$ cat config.mk
export PLATFORM = sky130hd
export DESIGN_NAME = mem_req_arbiter_flat
export DESIGN_NICKNAME = d
export VERILOG_FILES = /design/src/rtl/mem_req_arbiter_pkg.sv /design/src/rtl/mem_req_arbiter_if.sv /design/src/rtl/mem_req_arbiter_rd_order_fifo.sv /design/src/rtl/mem_req_arbiter.sv /design/src/flat_wrapper.sv
export SDC_FILE = /design/constraint.sdc
export NUM_CORES = 1
export LEC_CHECK = 0
export BUFFER_PORTS_ARGS = -buffer_cell sky130_fd_sc_hd__buf_2
export CAP_MARGIN = 20
export CORE_AREA = 4 4 203 205
export DETAILED_ROUTE_END_ITERATION = 8
export DIE_AREA = 0 0 207 209
export PLACE_DENSITY = 0.53
export RECOVER_POWER = 100
export SYNTH_ARGS = -nofsm -noshare
export SYNTH_HDL_FRONTEND = slang
export SYNTH_SLANG_ARGS = --single-unit
$ cat constraint.sdc
create_clock -name axis_clk -period 5.45 [get_ports axis_clk]
set_clock_uncertainty 0.1 [all_clocks]
set_input_delay 0.2725 -clock axis_clk [delete_from_list [all_inputs] [get_ports axis_clk]]
set_output_delay 0.2725 -clock axis_clk [all_outputs]
set_load 0.02 [all_outputs]
$ cat src/rtl/mem_req_arbiter_pkg.sv
// Shared widths, slot encodings and request payload type for the
// PCIe-to-AXI-Lite bridge request path.
package pcie2axil_defs;

    localparam int MEM_REQ_ADDR_W = 49;
    localparam int MEM_REQ_BE_W   = 8;
    localparam int MEM_REQ_DATA_W = 64;
    localparam int BAR_W          = 3;
    localparam int REQ_IDX_W      = 2;

    typedef enum logic {
        SLOT_EMPTY = 1'b0,
        SLOT_FULL  = 1'b1
    } slot_state_e;

    typedef struct packed {
        logic [BAR_W-1:0]          bar_hit;
        logic [MEM_REQ_ADDR_W-1:0] pcie_address;
        logic [MEM_REQ_BE_W-1:0]   byte_enable;
        logic                      write_readn;
        logic                      phys_func;
        logic [MEM_REQ_DATA_W-1:0] write_data;
        logic [REQ_IDX_W-1:0]      src;
    } mem_req_t;

endpackage

$ cat src/rtl/mem_req_arbiter_if.sv
// Request, downstream request and read-return signals of the arbiter.
// master = arbiter side, slave = requesters plus AXI-Lite master side.
interface mem_req_arbiter_if
    import pcie2axil_defs::*;
#(
    parameter int NUM_REQ = 2
);
    logic [NUM_REQ-1:0]                s_req_valid;
    logic [NUM_REQ-1:0]                s_req_ready;
    logic [BAR_W*NUM_REQ-1:0]          s_req_bar_hit;
    logic [MEM_REQ_ADDR_W*NUM_REQ-1:0] s_req_pcie_address;
    logic [MEM_REQ_BE_W*NUM_REQ-1:0]   s_req_byte_enable;
    logic [NUM_REQ-1:0]                s_req_write_readn;
    logic [NUM_REQ-1:0]                s_req_phys_func;
    logic [MEM_REQ_DATA_W*NUM_REQ-1:0] s_req_write_data;

    logic                      m_req_valid;
    logic                      m_req_ready;
    logic [BAR_W-1:0]          m_req_bar_hit;
    logic [MEM_REQ_ADDR_W-1:0] m_req_pcie_address;
    logic [MEM_REQ_BE_W-1:0]   m_req_byte_enable;
    logic                      m_req_write_readn;
    logic                      m_req_phys_func;
    logic [MEM_REQ_DATA_W-1:0] m_req_write_data;
    logic [REQ_IDX_W-1:0]      m_req_src;

    logic                      m_rdata_valid;
    logic                      m_rdata_ready;
    logic [MEM_REQ_DATA_W-1:0] m_rdata;
    logic [NUM_REQ-1:0]        s_rdata_valid;
    logic [NUM_REQ-1:0]        s_rdata_ready;
    logic [MEM_REQ_DATA_W-1:0] s_rdata;

    modport master (
        input  s_req_valid, s_req_bar_hit, s_req_pcie_address, s_req_byte_enable,
               s_req_write_readn, s_req_phys_func, s_req_write_data,
               m_req_ready, m_rdata_valid, m_rdata, s_rdata_ready,
        output s_req_ready, m_req_valid, m_req_bar_hit, m_req_pcie_address,
               m_req_byte_enable, m_req_write_readn, m_req_phys_func,
               m_req_write_data, m_req_src, m_rdata_ready, s_rdata_valid, s_rdata
    );

    modport slave (
        output s_req_valid, s_req_bar_hit, s_req_pcie_address, s_req_byte_enable,
               s_req_write_readn, s_req_phys_func, s_req_write_data,
               m_req_ready, m_rdata_valid, m_rdata, s_rdata_ready,
        input  s_req_ready, m_req_valid, m_req_bar_hit, m_req_pcie_address,
               m_req_byte_enable, m_req_write_readn, m_req_phys_func,
               m_req_write_data, m_req_src, m_rdata_ready, s_rdata_valid, s_rdata
    );
endinterface

$ cat src/rtl/mem_req_arbiter_rd_order_fifo.sv
// Order FIFO holding the requester index of every read in flight;
// depth need not be a power of two.
module rd_order_fifo
    import pcie2axil_defs::*;
#(
    parameter int DEPTH = 5,
    parameter int WIDTH = REQ_IDX_W,
    parameter int CNT_W = 3
) (
    input  logic             clk_i,
    input  logic             rst_i,
    input  logic             push_i,
    input  logic [WIDTH-1:0] push_data_i,
    input  logic             pop_i,
    output logic [WIDTH-1:0] pop_data_o,
    output logic [CNT_W-1:0] count_o,
    output logic             empty_o,
    output logic             full_o
);
    localparam int PTR_W = (DEPTH > 1) ? $clog2(DEPTH) : 1;
    localparam logic [PTR_W-1:0] LAST_PTR = PTR_W'(DEPTH - 1);

    logic [WIDTH-1:0] mem_q [DEPTH];
    logic [PTR_W-1:0] wr_ptr_q, rd_ptr_q;
    logic [CNT_W-1:0] count_q;
    logic             do_push, do_pop;

    function automatic logic [PTR_W-1:0] ptr_inc(input logic [PTR_W-1:0] p);
        return (p == LAST_PTR) ? '0 : p + 1'b1;
    endfunction

    assign empty_o    = (count_q == '0);
    assign full_o     = (count_q == CNT_W'(DEPTH));
    assign count_o    = count_q;
    assign pop_data_o = mem_q[rd_ptr_q];
    assign do_pop     = pop_i & ~empty_o;
    // A push into a full FIFO is accepted only when the head leaves in the same cycle.
    assign do_push    = push_i & (~full_o | do_pop);

    always_ff @(posedge clk_i or posedge rst_i) begin
        if (rst_i) begin
            wr_ptr_q <= '0;
            rd_ptr_q <= '0;
            count_q  <= '0;
        end else begin
            if (do_push) wr_ptr_q <= ptr_inc(wr_ptr_q);
            if (do_pop)  rd_ptr_q <= ptr_inc(rd_ptr_q);
            case ({do_push, do_pop})
                2'b10:   count_q <= count_q + 1'b1;
                2'b01:   count_q <= count_q - 1'b1;
                default: ;
            endcase
        end
    end

    always_ff @(posedge clk_i) begin
        if (do_push) mem_q[wr_ptr_q] <= push_data_i;
    end

endmodule

$ cat src/rtl/mem_req_arbiter.sv
// Round-robin arbiter sharing one AXI-Lite request slot between NUM_REQ
// CQ sources, with in-order routing of read responses back to their issuers.
module mem_req_arbiter
    import pcie2axil_defs::*;
#(
    parameter int TCQ               = 1,
    parameter int NUM_REQ           = 2,
    parameter int OUTSTANDING_READS = 5
) (
    input  logic                   axis_clk,
    input  logic                   axis_areset,
    mem_req_arbiter_if.master      bus,
    output logic [2:0]             rd_outstanding,
    output logic                   err_unexpected_rdata
);
    if (NUM_REQ < 2 || NUM_REQ > 4 || OUTSTANDING_READS < 1 ||
        OUTSTANDING_READS > 7 || TCQ < 0) begin : g_bad_params
        $error("mem_req_arbiter: unsupported parameter combination");
    end

    slot_state_e            state_q;
    logic [REQ_IDX_W-1:0]   last_grant_q;
    mem_req_t               payload_q, payload_d;
    logic                   err_q;

    logic                   slot_open;
    logic [NUM_REQ-1:0]     eligible;
    logic                   grant_vld;
    logic [REQ_IDX_W-1:0]   grant_idx;
    logic [NUM_REQ-1:0]     grant;

    logic                   fifo_push, fifo_pop, fifo_empty, fifo_full;
    logic [REQ_IDX_W-1:0]   fifo_head;
    logic [2:0]             fifo_count;
    logic [NUM_REQ-1:0]     s_rdata_valid_c;
    logic                   m_rdata_ready_c;

    assign slot_open = (state_q == SLOT_EMPTY) | bus.m_req_ready;

    // Reads need a free FIFO entry as of this cycle; a same-cycle pop does not count.
    always_comb begin
        eligible = '0;
        for (int i = 0; i < NUM_REQ; i++) begin
            eligible[i] = ~axis_areset & slot_open & bus.s_req_valid[i] &
                          (bus.s_req_write_readn[i] | ~fifo_full);
        end
    end

    always_comb begin
        grant_vld = 1'b0;
        grant_idx = last_grant_q;
        for (int k = 1; k <= NUM_REQ; k++) begin
            for (int i = 0; i < NUM_REQ; i++) begin
                if (!grant_vld && eligible[i] &&
                    (i == (int'(last_grant_q) + k) % NUM_REQ)) begin
                    grant_vld = 1'b1;
                    grant_idx = REQ_IDX_W'(i);
                end
            end
        end
    end

    assign grant = grant_vld ? (NUM_REQ'(1) << grant_idx) : '0;

    always_comb begin
        payload_d = '0;
        for (int i = 0; i < NUM_REQ; i++) begin
            if (grant[i]) begin
                payload_d.bar_hit      = bus.s_req_bar_hit[i*BAR_W +: BAR_W];
                payload_d.pcie_address = bus.s_req_pcie_address[i*MEM_REQ_ADDR_W +: MEM_REQ_ADDR_W];
                payload_d.byte_enable  = bus.s_req_byte_enable[i*MEM_REQ_BE_W +: MEM_REQ_BE_W];
                payload_d.write_readn  = bus.s_req_write_readn[i];
                payload_d.phys_func    = bus.s_req_phys_func[i];
                payload_d.write_data   = bus.s_req_write_data[i*MEM_REQ_DATA_W +: MEM_REQ_DATA_W];
                payload_d.src          = REQ_IDX_W'(i);
            end
        end
    end

    always_ff @(posedge axis_clk or posedge axis_areset) begin
        if (axis_areset) begin
            state_q      <= SLOT_EMPTY;
            last_grant_q <= REQ_IDX_W'(NUM_REQ - 1);
            payload_q    <= '0;
        end else if (grant_vld) begin
            state_q      <= SLOT_FULL;
            last_grant_q <= grant_idx;
            payload_q    <= payload_d;
        end else if (bus.m_req_ready) begin
            state_q      <= SLOT_EMPTY;
        end
    end

    assign bus.s_req_ready        = grant;
    assign bus.m_req_valid        = (state_q == SLOT_FULL);
    assign bus.m_req_bar_hit      = payload_q.bar_hit;
    assign bus.m_req_pcie_address = payload_q.pcie_address;
    assign bus.m_req_byte_enable  = payload_q.byte_enable;
    assign bus.m_req_write_readn  = payload_q.write_readn;
    assign bus.m_req_phys_func    = payload_q.phys_func;
    assign bus.m_req_write_data   = payload_q.write_data;
    assign bus.m_req_src          = payload_q.src;

    assign fifo_push = grant_vld & ~payload_d.write_readn;
    assign fifo_pop  = bus.m_rdata_valid & m_rdata_ready_c;

    rd_order_fifo #(
        .DEPTH (OUTSTANDING_READS),
        .WIDTH (REQ_IDX_W),
        .CNT_W (3)
    ) u_rd_order_fifo (
        .clk_i       (axis_clk),
        .rst_i       (axis_areset),
        .push_i      (fifo_push),
        .push_data_i (payload_d.src),
        .pop_i       (fifo_pop),
        .pop_data_o  (fifo_head),
        .count_o     (fifo_count),
        .empty_o     (fifo_empty),
        .full_o      (fifo_full)
    );

    // With nothing outstanding the beat is swallowed so the AXI side never stalls.
    always_comb begin
        s_rdata_valid_c = '0;
        m_rdata_ready_c = 1'b1;
        if (!fifo_empty) begin
            m_rdata_ready_c = 1'b0;
            for (int i = 0; i < NUM_REQ; i++) begin
                if (int'(fifo_head) == i) begin
                    s_rdata_valid_c[i] = bus.m_rdata_valid;
                    m_rdata_ready_c    = bus.s_rdata_ready[i];
                end
            end
        end
    end

    always_ff @(posedge axis_clk or posedge axis_areset) begin
        if (axis_areset) begin
            err_q <= 1'b0;
        end else if (bus.m_rdata_valid && fifo_empty) begin
            err_q <= 1'b1;
        end
    end

    assign bus.s_rdata_valid    = s_rdata_valid_c;
    assign bus.m_rdata_ready    = m_rdata_ready_c;
    assign bus.s_rdata          = bus.m_rdata;
    assign rd_outstanding       = fifo_count;
    assign err_unexpected_rdata = err_q;

endmodule

$ cat src/flat_wrapper.sv
// flat-port wrapper written by rule: the top's interface ports become plain ports
module mem_req_arbiter_flat import pcie2axil_defs::*;
#(
    parameter int TCQ               = 1,
    parameter int NUM_REQ           = 2,
    parameter int OUTSTANDING_READS = 5
)
  (axis_clk, axis_areset, rd_outstanding, err_unexpected_rdata, bus_s_req_valid, bus_s_req_bar_hit, bus_s_req_pcie_address, bus_s_req_byte_enable, bus_s_req_write_readn, bus_s_req_phys_func, bus_s_req_write_data, bus_m_req_ready, bus_m_rdata_valid, bus_m_rdata, bus_s_rdata_ready, bus_s_req_ready, bus_m_req_valid, bus_m_req_bar_hit, bus_m_req_pcie_address, bus_m_req_byte_enable, bus_m_req_write_readn, bus_m_req_phys_func, bus_m_req_write_data, bus_m_req_src, bus_m_rdata_ready, bus_s_rdata_valid, bus_s_rdata);
  mem_req_arbiter_if #(.NUM_REQ(NUM_REQ)) bus_i ();
  input  logic axis_clk;
  input  logic axis_areset;
  output logic [2:0] rd_outstanding;
  output logic err_unexpected_rdata;
  input wire logic [$bits(bus_i.s_req_valid)-1:0] bus_s_req_valid;
  input wire logic [$bits(bus_i.s_req_bar_hit)-1:0] bus_s_req_bar_hit;
  input wire logic [$bits(bus_i.s_req_pcie_address)-1:0] bus_s_req_pcie_address;
  input wire logic [$bits(bus_i.s_req_byte_enable)-1:0] bus_s_req_byte_enable;
  input wire logic [$bits(bus_i.s_req_write_readn)-1:0] bus_s_req_write_readn;
  input wire logic [$bits(bus_i.s_req_phys_func)-1:0] bus_s_req_phys_func;
  input wire logic [$bits(bus_i.s_req_write_data)-1:0] bus_s_req_write_data;
  input wire logic [$bits(bus_i.m_req_ready)-1:0] bus_m_req_ready;
  input wire logic [$bits(bus_i.m_rdata_valid)-1:0] bus_m_rdata_valid;
  input wire logic [$bits(bus_i.m_rdata)-1:0] bus_m_rdata;
  input wire logic [$bits(bus_i.s_rdata_ready)-1:0] bus_s_rdata_ready;
  output wire logic [$bits(bus_i.s_req_ready)-1:0] bus_s_req_ready;
  output wire logic [$bits(bus_i.m_req_valid)-1:0] bus_m_req_valid;
  output wire logic [$bits(bus_i.m_req_bar_hit)-1:0] bus_m_req_bar_hit;
  output wire logic [$bits(bus_i.m_req_pcie_address)-1:0] bus_m_req_pcie_address;
  output wire logic [$bits(bus_i.m_req_byte_enable)-1:0] bus_m_req_byte_enable;
  output wire logic [$bits(bus_i.m_req_write_readn)-1:0] bus_m_req_write_readn;
  output wire logic [$bits(bus_i.m_req_phys_func)-1:0] bus_m_req_phys_func;
  output wire logic [$bits(bus_i.m_req_write_data)-1:0] bus_m_req_write_data;
  output wire logic [$bits(bus_i.m_req_src)-1:0] bus_m_req_src;
  output wire logic [$bits(bus_i.m_rdata_ready)-1:0] bus_m_rdata_ready;
  output wire logic [$bits(bus_i.s_rdata_valid)-1:0] bus_s_rdata_valid;
  output wire logic [$bits(bus_i.s_rdata)-1:0] bus_s_rdata;
  assign bus_i.s_req_valid = bus_s_req_valid;
  assign bus_i.s_req_bar_hit = bus_s_req_bar_hit;
  assign bus_i.s_req_pcie_address = bus_s_req_pcie_address;
  assign bus_i.s_req_byte_enable = bus_s_req_byte_enable;
  assign bus_i.s_req_write_readn = bus_s_req_write_readn;
  assign bus_i.s_req_phys_func = bus_s_req_phys_func;
  assign bus_i.s_req_write_data = bus_s_req_write_data;
  assign bus_i.m_req_ready = bus_m_req_ready;
  assign bus_i.m_rdata_valid = bus_m_rdata_valid;
  assign bus_i.m_rdata = bus_m_rdata;
  assign bus_i.s_rdata_ready = bus_s_rdata_ready;
  assign bus_s_req_ready = bus_i.s_req_ready;
  assign bus_m_req_valid = bus_i.m_req_valid;
  assign bus_m_req_bar_hit = bus_i.m_req_bar_hit;
  assign bus_m_req_pcie_address = bus_i.m_req_pcie_address;
  assign bus_m_req_byte_enable = bus_i.m_req_byte_enable;
  assign bus_m_req_write_readn = bus_i.m_req_write_readn;
  assign bus_m_req_phys_func = bus_i.m_req_phys_func;
  assign bus_m_req_write_data = bus_i.m_req_write_data;
  assign bus_m_req_src = bus_i.m_req_src;
  assign bus_m_rdata_ready = bus_i.m_rdata_ready;
  assign bus_s_rdata_valid = bus_i.s_rdata_valid;
  assign bus_s_rdata = bus_i.s_rdata;
  mem_req_arbiter #(.TCQ(TCQ), .NUM_REQ(NUM_REQ), .OUTSTANDING_READS(OUTSTANDING_READS)) u_core (.axis_clk(axis_clk), .axis_areset(axis_areset), .bus(bus_i), .rd_outstanding(rd_outstanding), .err_unexpected_rdata(err_unexpected_rdata));
endmodule
==> out/results.ini <==
[synthesis]
synthCells=583
synth.most_common_cell=dfrtp_1
syn_area_um2=6960
syn_area_per_cell_um2=11.9
syn_nets=913
ys_ff_latch=144
synthArstFlopShare_pct=96.5
yosysTopAreaCell=dfrtp_1
dominantRegCellSynth=dfrtp_1
ys_warn_count=0
synth_top_area_share_pct=49.6
synth_cell_types=47
yosys-top-cells-count=dfrtp_1, a221o_1, and2_0
yosysSeqAreaShare_pct=52.2
synth_edf_count=5
synth_area_leaders=dfrtp_1, a221o_1, and2_0

[route]
met1Wirelength_um=9750
firstDrtPassIters=8
routed-wl-met3_um=2100
drt-total-wl_um=24300
drt_iter0_drc=329
drtAntennaViolNets=0
via_per_inst=4.04
vias=6312
drc_errors=0
wl_met2_um=11500
routedWlPerCell_um=15.5
topRoutingLayerUsed=met5

[worst_setup_path]
reg2reg_setup_slack_ns=1.53
arrival_ns=4.23
max_stage_delay_ns=1.58
crit_path_end_kind=flop
reg2reg_to=u_core.bus.m_req_valid$_DFFE_PP0P_
cp-startpoint=axis_areset
path_class=input port to flop
cp.required_ns=5.71
path_cells=dlygate4sd3_1, clkbuf_1, inv_6, o21a_1, o311a_1, buf_4, and2_0, a221o_1
worstReg2RegStart=u_core.u_rd_order_fifo.count_o[1]$_DFFE_PP0P_
slowest_stage=o311a_1
cp_max_fo=68
crit_path_start_kind=input port
reg2regPathDepth=5

[floorplanning]
die_x_um=207
rows=73
dieArea_um2=43300
ios=526
core_area_um2=39500
start_util_pct=17.6
fp.dieH_um=209

[final_layout]
drive_gt1_share_pct=29.0
syn_to_final_growth_pct=52.3
fin_nets=1354
fin_util_pct=26.8

[hold_path]
hold_class=input port to flop
min_to=u_core.bus.m_req_write_data[18]$_DFFE_PP0P_
hp-start=bus_s_req_write_data[82]
min_path_cells=2

[placed_design]
gp_congestion=0.816
dp_hpwl_um=17800
io_buffers=396

[global_route]
grt_overflow_total=0
gr-usage-all-layers_pct=10.9
grt_max_degree=69
grt_pass1_vias=6724
grt_pass1_wl_um=37700
grt_antenna_before_repair=3

[timing]
finalCritPeriodShare_pct=72.9
worstMarginPinSlew_ns=2.71
setup_tns_ns=0
max-slew-margin-rel_pct=-81.0
fmax_mhz=252
fin_crit_ns=3.97
drv_slew=170
rsz0062_at_grt=false
final_hold_viol_count=0
finalSetupViolations=0

[pwr]
total_power_mw=4.49
power.density_nw_per_um2=423
power_leakage_nw=4.71
p_int_mw=2.77
p_switching_mw=1.72
p_clk_share_pct=24.6
sequentialPowerShare_pct=38.1
irDropWorstVdd_uv=160
combPwrFrac_pct=37.3
switching_share_pct=38.3

[clock_tree]
clk_root_buffer_cell=clkbuf_16
cts_buffers=17
clk_pin_slew_ns=0.06
h-tree-depth=4
cts_tree=built
clock_latency_ns=0.43
cts.sinks=144
clockBufferDepth=2

[run]
maxCapViolations=3

[status]
violations=max-capacitance violations, max-slew violations
status=finished with violations

==> stage by stage <==
step                      setup slack (ns)  instance area [um^2]  instances  hold slack [ns]
after floorplan                      0.602                  6960        583            0.280
after global placement                2.57                  9000       1405            0.206
after detailed placement              2.52                  9000       1405            0.206
after CTS                             2.06                 10800       1562          0.00233
after global routing                  1.01                 10600       1563          0.00978
final                                 1.48                 10600       1564           0.0350
==> logic make-up after synthesis <==
logic type	count (synthesis)	share of synthesized area (%)
flops	144	52.2
simple gates	153	13.5
other cells	1	0.0539
fa+ha+maj	6	1.19
mux	9	1.53
buf+inv	119	10.8
xor+xnor	3	0.378
compound gates	148	20.4
==> area by class of cell <==
type | instances | area [um^2]
Fill cell | 4270 | 28900
Clock buffer | 22 | 464
Sequential cell | 144 | 3630
Multi-Input combinational cell | 320 | 2560
Clock inverter | 10 | 88.8
Timing Repair Buffer | 528 | 3130
Tap cell | 525 | 657
Inverter | 13 | 53.8
Antenna cell | 2 | 5.00
==> routing by layer <==
metal,global-route usage (%),vias up
met3,4.49,60
li1,-,2975
met4,5.56,2
met1,12.6,2943
met5,0,-
met2,17.6,332
==> registers in the layout, indices dropped and copies added (netlist names) <==
register	cells
u_core.bus.m_req_write_data	64
u_core.err_unexpected_rdata	1
u_core.u_rd_order_fifo.mem_q	5
u_core.bus.m_req_valid	1
u_core.bus.m_req_src	1
u_core.bus.m_req_bar_hit	3
u_core.bus.m_req_pcie_address	49
u_core.last_grant_q	1
u_core.u_rd_order_fifo.count_o	3
u_core.bus.m_req_phys_func	1
u_core.bus.m_req_byte_enable	8
u_core.bus.m_req_write_readn	1
u_core.u_rd_order_fifo.rd_ptr_q	3
u_core.u_rd_order_fifo.wr_ptr_q	3
==> what timing repair did <==
item / in CTS / in global routing
hold endpoints to repair: 162 / 0
hold buffers: 125 / 0
setup buffers: 0 / 0
gates resized for setup: 0 / 0
==> power groups by stage <==
stage / clock (mW) / sequential (mW) / combinational [mW]
6_report: 1.10 / 1.71 / 1.68
5_1_grt: 1.21 / 1.76 / 1.82
4_1_cts: 1.15 / 1.70 / 1.81
3_5_place_dp: 0 / 1.70 / 1.75
3_3_place_gp: 0 / 1.71 / 1.73
2_1_floorplan: 0 / 2.10 / 0.740
==> worst max path at each step <==
stage	to	slack (ns)	cells past startpoint
6_report	u_core.bus.m_req_pcie_address[20]$_DFFE_PP0P_	1.48	8
5_1_grt	u_core.bus.m_req_valid$_DFFE_PP0P_	1.01	5
4_1_cts	bus_s_req_ready[1]	2.06	8
3_5_place_dp	u_core.u_rd_order_fifo.count_o[2]$_DFFE_PP0P_	2.52	10
3_3_place_gp	u_core.u_rd_order_fifo.count_o[2]$_DFFE_PP0P_	2.57	10
2_1_floorplan	u_core.u_rd_order_fifo.count_o[2]$_DFFE_PP0P_	0.60	9
==> critical path, delay by kind of cell <==
kind	cells	cell delay, ns
and+or+nand+nor	1	0.22
buffers and inverters	4	1.63
AOI/OAI and AO/OA	3	2.01
==> cells in the final DEF (no fill, tap or decap), drive strengths merged, types with 2 or more instances in the layout <==
cell / count
clkinv: 5
ha: 5
o21a: 3
inv: 13
xor2: 2
nand2: 6
clkbuf: 161
dfrtp: 138
or3: 2
a211oi: 2
and2: 125
nor2: 7
a21oi: 2
a221o: 125
mux2: 4
a21o: 2
nor3: 4
buf: 264
diode: 2
edfxtp: 5
clkinvlp: 4
nand2b: 2
dlygate4sd3: 125
o21ai: 7
mux2i: 5
nand3: 3
No activity file was read; power rests on OpenSTA's default activity.
